<file path="src/rtl/pmp_region_encoder.sv">
// Encodes a base/size/mode region request into pmpaddr/mode entry writes for the
// PMP entry register file. Each request ends with a one-cycle completion response.
package riscv;
  typedef enum logic [1:0] {
    OFF   = 2'b00,
    TOR   = 2'b01,
    NA4   = 2'b10,
    NAPOT = 2'b11
  } pmp_addr_mode_t;
endpackage

module pmp_region_encoder #(
  parameter int unsigned PLEN           = 56,
  parameter int unsigned PMP_LEN        = 54,
  parameter int unsigned PMPGranularity = 0,
  parameter int unsigned NUM_ENTRIES    = 16,
  localparam int unsigned IDX_W         = $clog2(NUM_ENTRIES)
) (
  input  logic                  clk_i,
  input  logic                  rst_ni,
  input  logic                  req_valid_i,
  output logic                  req_ready_o,
  input  logic [PLEN-1:0]       req_base_i,
  input  logic [PLEN-1:0]       req_size_i,
  input  riscv::pmp_addr_mode_t req_mode_i,
  input  logic [IDX_W-1:0]      req_idx_i,
  output logic                  wr_valid_o,
  input  logic                  wr_ready_i,
  output logic [IDX_W-1:0]      wr_idx_o,
  output logic [PMP_LEN-1:0]    wr_addr_o,
  output riscv::pmp_addr_mode_t wr_mode_o,
  output logic                  rsp_valid_o,
  output logic                  rsp_err_o
);
  import riscv::*;

  localparam int unsigned S = 2 + PMPGranularity;
  localparam logic [PLEN-1:0] GRAIN_MASK = PLEN'((64'd1 << S) - 64'd1);
  localparam logic [PLEN-1:0] NAPOT_MIN  = PLEN'(64'd1 << (S + 1));
  localparam logic [PLEN:0]   ADDR_SPACE = {1'b1, {PLEN{1'b0}}};

  typedef enum logic [2:0] {IDLE, CHECK, WR0, WR1, RSP} state_t;

  state_t state_q, state_d;

  logic [PLEN-1:0]  base_q, size_q;
  pmp_addr_mode_t   mode_q;
  logic [IDX_W-1:0] idx_q;

  logic               err_q, tor_q;
  logic [IDX_W-1:0]   idx0_q;
  logic [PMP_LEN-1:0] addr0_q, addr1_q;
  pmp_addr_mode_t     mode0_q;

  logic [PLEN:0]      end_c, end_sh_c;
  logic [PLEN-1:0]    napot_c;
  logic               in_space_c, size_pow2_c, idx_ok_c, legal_c;
  logic [IDX_W-1:0]   idx0_c;
  logic [PMP_LEN-1:0] addr0_c;
  pmp_addr_mode_t     mode0_c;

  // Sums are one bit wider than PLEN so a region ending exactly at the top of the
  // address space is representable and can be range-checked before truncation.
  always_comb begin
    end_c       = {1'b0, base_q} + {1'b0, size_q};
    end_sh_c    = end_c >> S;
    in_space_c  = (end_c <= ADDR_SPACE);
    size_pow2_c = (size_q != '0) && ((size_q & (size_q - 1'b1)) == '0);
    idx_ok_c    = (32'(idx_q) < NUM_ENTRIES);
    napot_c     = (base_q >> S) | ((size_q >> (S + 1)) - 1'b1);
    legal_c     = 1'b0;
    idx0_c      = idx_q;
    addr0_c     = '0;
    mode0_c     = OFF;
    case (mode_q)
      OFF: legal_c = 1'b1;
      NA4: begin
        legal_c = (PMPGranularity == 0) && (size_q == PLEN'(4)) && (base_q[1:0] == 2'b00);
        addr0_c = PMP_LEN'(base_q >> 2);
        mode0_c = NA4;
      end
      NAPOT: begin
        legal_c = size_pow2_c && (size_q >= NAPOT_MIN) &&
                  ((base_q & (size_q - 1'b1)) == '0) && in_space_c;
        addr0_c = PMP_LEN'(napot_c);
        mode0_c = NAPOT;
      end
      TOR: begin
        legal_c = (idx_q != '0) && (size_q != '0) &&
                  ((base_q & GRAIN_MASK) == '0) && ((size_q & GRAIN_MASK) == '0) &&
                  in_space_c && ((end_sh_c >> PMP_LEN) == '0);
        idx0_c  = idx_q - 1'b1;
        addr0_c = PMP_LEN'(base_q >> S);
        mode0_c = OFF;
      end
      default: legal_c = 1'b0;
    endcase
    legal_c = legal_c && idx_ok_c;
  end

  always_ff @(posedge clk_i or negedge rst_ni) begin
    if (!rst_ni) begin
      state_q <= IDLE;
      base_q  <= '0;
      size_q  <= '0;
      mode_q  <= OFF;
      idx_q   <= '0;
      err_q   <= 1'b0;
      tor_q   <= 1'b0;
      idx0_q  <= '0;
      addr0_q <= '0;
      addr1_q <= '0;
      mode0_q <= OFF;
    end else begin
      state_q <= state_d;
      if (state_q == IDLE && req_valid_i) begin
        base_q <= req_base_i;
        size_q <= req_size_i;
        mode_q <= req_mode_i;
        idx_q  <= req_idx_i;
      end
      if (state_q == CHECK) begin
        err_q   <= !legal_c;
        tor_q   <= (mode_q == TOR);
        idx0_q  <= idx0_c;
        addr0_q <= addr0_c;
        addr1_q <= PMP_LEN'(end_sh_c);
        mode0_q <= mode0_c;
      end
    end
  end

  // Outputs decode from registered state only, so wr_ready_i never reaches wr_valid_o.
  always_comb begin
    state_d     = state_q;
    req_ready_o = 1'b0;
    wr_valid_o  = 1'b0;
    wr_idx_o    = '0;
    wr_addr_o   = '0;
    wr_mode_o   = OFF;
    rsp_valid_o = 1'b0;
    rsp_err_o   = 1'b0;
    case (state_q)
      IDLE: begin
        req_ready_o = 1'b1;
        if (req_valid_i) state_d = CHECK;
      end
      CHECK: state_d = legal_c ? WR0 : RSP;
      WR0: begin
        wr_valid_o = 1'b1;
        wr_idx_o   = idx0_q;
        wr_addr_o  = addr0_q;
        wr_mode_o  = mode0_q;
        if (wr_ready_i) state_d = tor_q ? WR1 : RSP;
      end
      WR1: begin
        wr_valid_o = 1'b1;
        wr_idx_o   = idx_q;
        wr_addr_o  = addr1_q;
        wr_mode_o  = TOR;
        if (wr_ready_i) state_d = RSP;
      end
      RSP: begin
        rsp_valid_o = 1'b1;
        rsp_err_o   = err_q;
        state_d     = IDLE;
      end
      default: state_d = IDLE;
    endcase
  end

endmodule

</file>
<file path="config.mk">
export PLATFORM = sky130hd
export DESIGN_NAME = pmp_region_encoder
export DESIGN_NICKNAME = d
export VERILOG_FILES = /design/src/rtl/pmp_region_encoder.sv
export SDC_FILE = /design/constraint.sdc
export NUM_CORES = 1
export LEC_CHECK = 0
export ABC_AREA = 0
export BUFFER_PORTS_ARGS = -buffer_cell sky130_fd_sc_hd__buf_2
export CELL_PAD_IN_SITES_DETAIL_PLACEMENT = 0
export CELL_PAD_IN_SITES_GLOBAL_PLACEMENT = 1
export CORE_ASPECT_RATIO = 2
export CORE_MARGIN = 3
export CORE_UTILIZATION = 50
export CTS_BUF_LIST = sky130_fd_sc_hd__clkbuf_8
export DETAILED_ROUTE_END_ITERATION = 10
export PLACE_DENSITY_LB_ADDON = 0.08
export SYNTH_ARGS = -nofsm -noshare
export SYNTH_HDL_FRONTEND = slang
export SYNTH_SLANG_ARGS = --single-unit
</file>
<file path="constraint.sdc">
create_clock -name clk_i -period 15.4 [get_ports clk_i]
set_clock_uncertainty 0.05 [all_clocks]
set_input_delay 3.08 -clock clk_i [delete_from_list [all_inputs] [get_ports clk_i]]
set_output_delay 3.08 -clock clk_i [all_outputs]
set_load 0.02 [all_outputs]
</file>
==> summary.md <==
| Metric | Value |
|---|---|
| Post_cts resized | `0` |
| WL/cell | `28.9 um` |
| Placeable core area | `32300 um^2` |
| Via Count | `15636` |
| Max-slew violations | `0` |
| Total routed wirelength | `71800 um` |
| Port bufs | `185` |
| Final setup violation count | `0` |
| Startpoint Class | `flip-flop` |
| Hold/Removal Path Class | `reg -> reg` |
| First-pass DRT Iterations | `6` |
| CTS Hold Bufs | `0` |
| Area of the die | `35400 um^2` |
| RSZ-0062 raised after global routing | `false` |
| Number of synthesized flops with an enable pin | `0` |
| I/O pin cnt | `186` |
| Max clock buf depth | `3` |
| F_max | `141 MHz` |
| Syn Inst Count | `1889` |
| Synth unique cells | `80` |
| Post-Syn Nets | `2132` |
| Yosys warning count | `0` |
| CTS tree | `built` |
| First-pass GRT wire length | `103000 um` |
| Die W | `135 um` |
| CTS Buf Count | `38` |
| Dpl hpwl | `58200 um` |
| CP arrival | `7.48 ns` |
| Fin Setup TNS | `0 ns` |
| Worst Setup End Kind | `flip-flop` |
| Mean Syn Cell Area | `8.75 um^2` |
| Post-synthesis sequential area ratio | `35.9%` |
| Share of the clock period used by the worst path | `46.1%` |
| Worst setup margin | `8.29 ns` |
| Placer Congestion | `1.03` |
| Via/cell ratio | `6.29` |
| Post-CTS Setup Inserts | `0` |
| WP data required | `15.77 ns` |
| Critical path peak fanout | `7` |
| Clk Latency, worst-skew pair | `0.58 ns` |
| Mapped cell area | `16500 um^2` |
| Clock sink count | `237` |
| # rows | `93` |
| Total of max-cap violations | `0` |
| Cell taking the most area after synthesis | `dfrtp_1` |
| Residual DRC | `0` |
| Chip Height | `263 um` |
| Most frequent cell after synthesis | `nand2_1` |
| Post-synth ARST share | `100%` |
| Status | `complete, no violations` |
| Hold Fails Final Rpt | `0` |
| Initial antenna violation count | `3` |
| Fraction of final layout cells sized beyond drive strength 1 | `18.2%` |
| Synth top area share | `35.9%` |
| Pre-CTS setup slack | `8.43 ns` |
| Largest net degree at the start of global routing | `106` |
| Synth top area cells | `dfrtp_1 (36%), ha_1 (9.1%), mux2_2 (5.9%)` |
| Area Overhead vs Synth | `12.7%` |
| Starting Density | `51.1%` |
| Total Routing Usage GR | `39.9%` |
| DRT iter0 DRCs | `1211` |
| Fill count | `3072` |
| Prevailing post-synth register cell | `dfrtp_1` |
| Worst hold slack | `0.420 ns` |
| Final min period | `7.11 ns` |
| WS Path Type | `reg -> reg` |
| GRT overflow | `0` |
| Vias in the first global route | `16242` |
| CTS clock-pin slew for the worst setup and hold paths | `0.07 ns` |
| Worst-Margin Slew | `1.29 ns` |
| Final ANT Viol Nets | `0` |
| Relative slew margins | `13.8%` |
| Post-synth top cells | `nand2_1 (255), dfrtp_1 (237), o21ai_0 (180)` |
| #FFs+latches synth | `237` |
| Clk root buf | `clkbuf_8` |
| Max H-tree Level | `2` |
| Nets | `2272` |
## layer usage
metal	vias up	track usage (%)	routed length, um
li1	7067	-	-
met1	7690	36.5	22200
met2	588	73.4	38000
met3	291	4.44	2560
met4	0	38.6	9020
met5	-	0	0
## registers in the layout (all words and copies together), names as in the netlist
name and flops:
addr0_q 54, mode_q 2, idx_q 4, idx0_q 4, mode0_q 2, tor_q 1, addr1_q 54, base_q 56
state_q 3, err_q 1, size_q 56
## cells by family after synthesis
logic type / after synthesis / share of synthesized area, %
XOR/XNOR: 100 / 5.30
flip-flops: 237 / 35.9
multiplexers: 146 / 9.50
adder cells (fa/ha/maj): 121 / 9.21
buffers and inverters: 162 / 3.76
AO/OA/AOI/OAI: 455 / 17.2
AND/OR/NAND/NOR: 668 / 19.1
## final cells by class
cell class / instances / area [um^2] / share of cell area (%)
multi-input cells: 1490 / 9990 / 53.7
flip-flops and latches: 237 / 5930 / 31.9
repair buffers: 199 / 1040 / 5.59
clock buffers: 51 / 702 / 3.77
well taps: 427 / 534 / 2.87
inverters: 63 / 236 / 1.27
clock inverters: 17 / 178 / 0.954
diodes: 1 / 2.50 / 0.0134
## worst max-delay path: stages (launching register included)
cell	delay [ns]
dfrtp_1	0.42
inv_1	0.12
ha_1	0.22
nor3b_2	0.38
nand2_1	0.17
nor3_2	0.42
nand2_1	0.29
nor4_1	0.47
nor3b_1	0.36
and2_1	0.32
nand2_1	0.11
or3_1	0.36
ha_1	0.27
nand2b_1	0.11
o2111ai_1	0.11
nor4_1	0.21
nand4_1	0.13
or4b_1	0.71
nor4bb_1	0.32
and4b_1	0.22
nand4b_1	0.12
or4_1	0.55
o31ai_2	0.36
a21oi_1	0.13
## worst paths after layout
| check | start | endpoint | slack (ns) | cells past startpoint |
|---|---|---|---|---|
| worst max-delay path | size_q[3] | err_q | 8.29 | 23 |
| min in group asynchronous | rst_ni | state_q[0] | 2.41 | 1 |
| worst min-delay path | mode0_q[1] | mode0_q[1] | 0.42 | 2 |
| worst max register to register | size_q[3] | err_q | 8.29 | 23 |
| worst min register to register | mode0_q[1] | mode0_q[1] | 0.42 | 2 |
| max in group asynchronous | rst_ni | addr1_q[4] | 11.41 | 2 |
## placed cells by master, fill, tap and decap left out, types with 17 or more instances in the layout
cell      netlist  final
nand4_1        38     38
nand2_1       255    255
clkbuf_8        0     51
ha_1          120    120
xnor2_1        48     48
mux2i_1        59     59
dfrtp_1       237    236
nand3_1        33     33
or3_1          18     17
nor2_1        150    150
a21o_1         23     23
inv_1          63     71
nand2b_1       38     37
nor4_1         35     35
xor2_1         52     52
a21oi_1        99     99
buf_2           8    184
a22oi_1        41     41
o21ai_0       180    179
mux2_2         87     87
nor3_1         35     33
## per-stage QoR
stage,instance area (um^2),utilization (%),instances
final,18600,57.6,2485
after global routing,18600,57.6,2485
after CTS,18600,57.6,2484
after detailed placement,17700,54.8,2416
after global placement,17700,54.8,2416
after floorplan,16500,-,1889
Power is left out: the tool's default activity adds up to more than one toggle a clock period on the data nets, which glitch-free logic cannot reach.
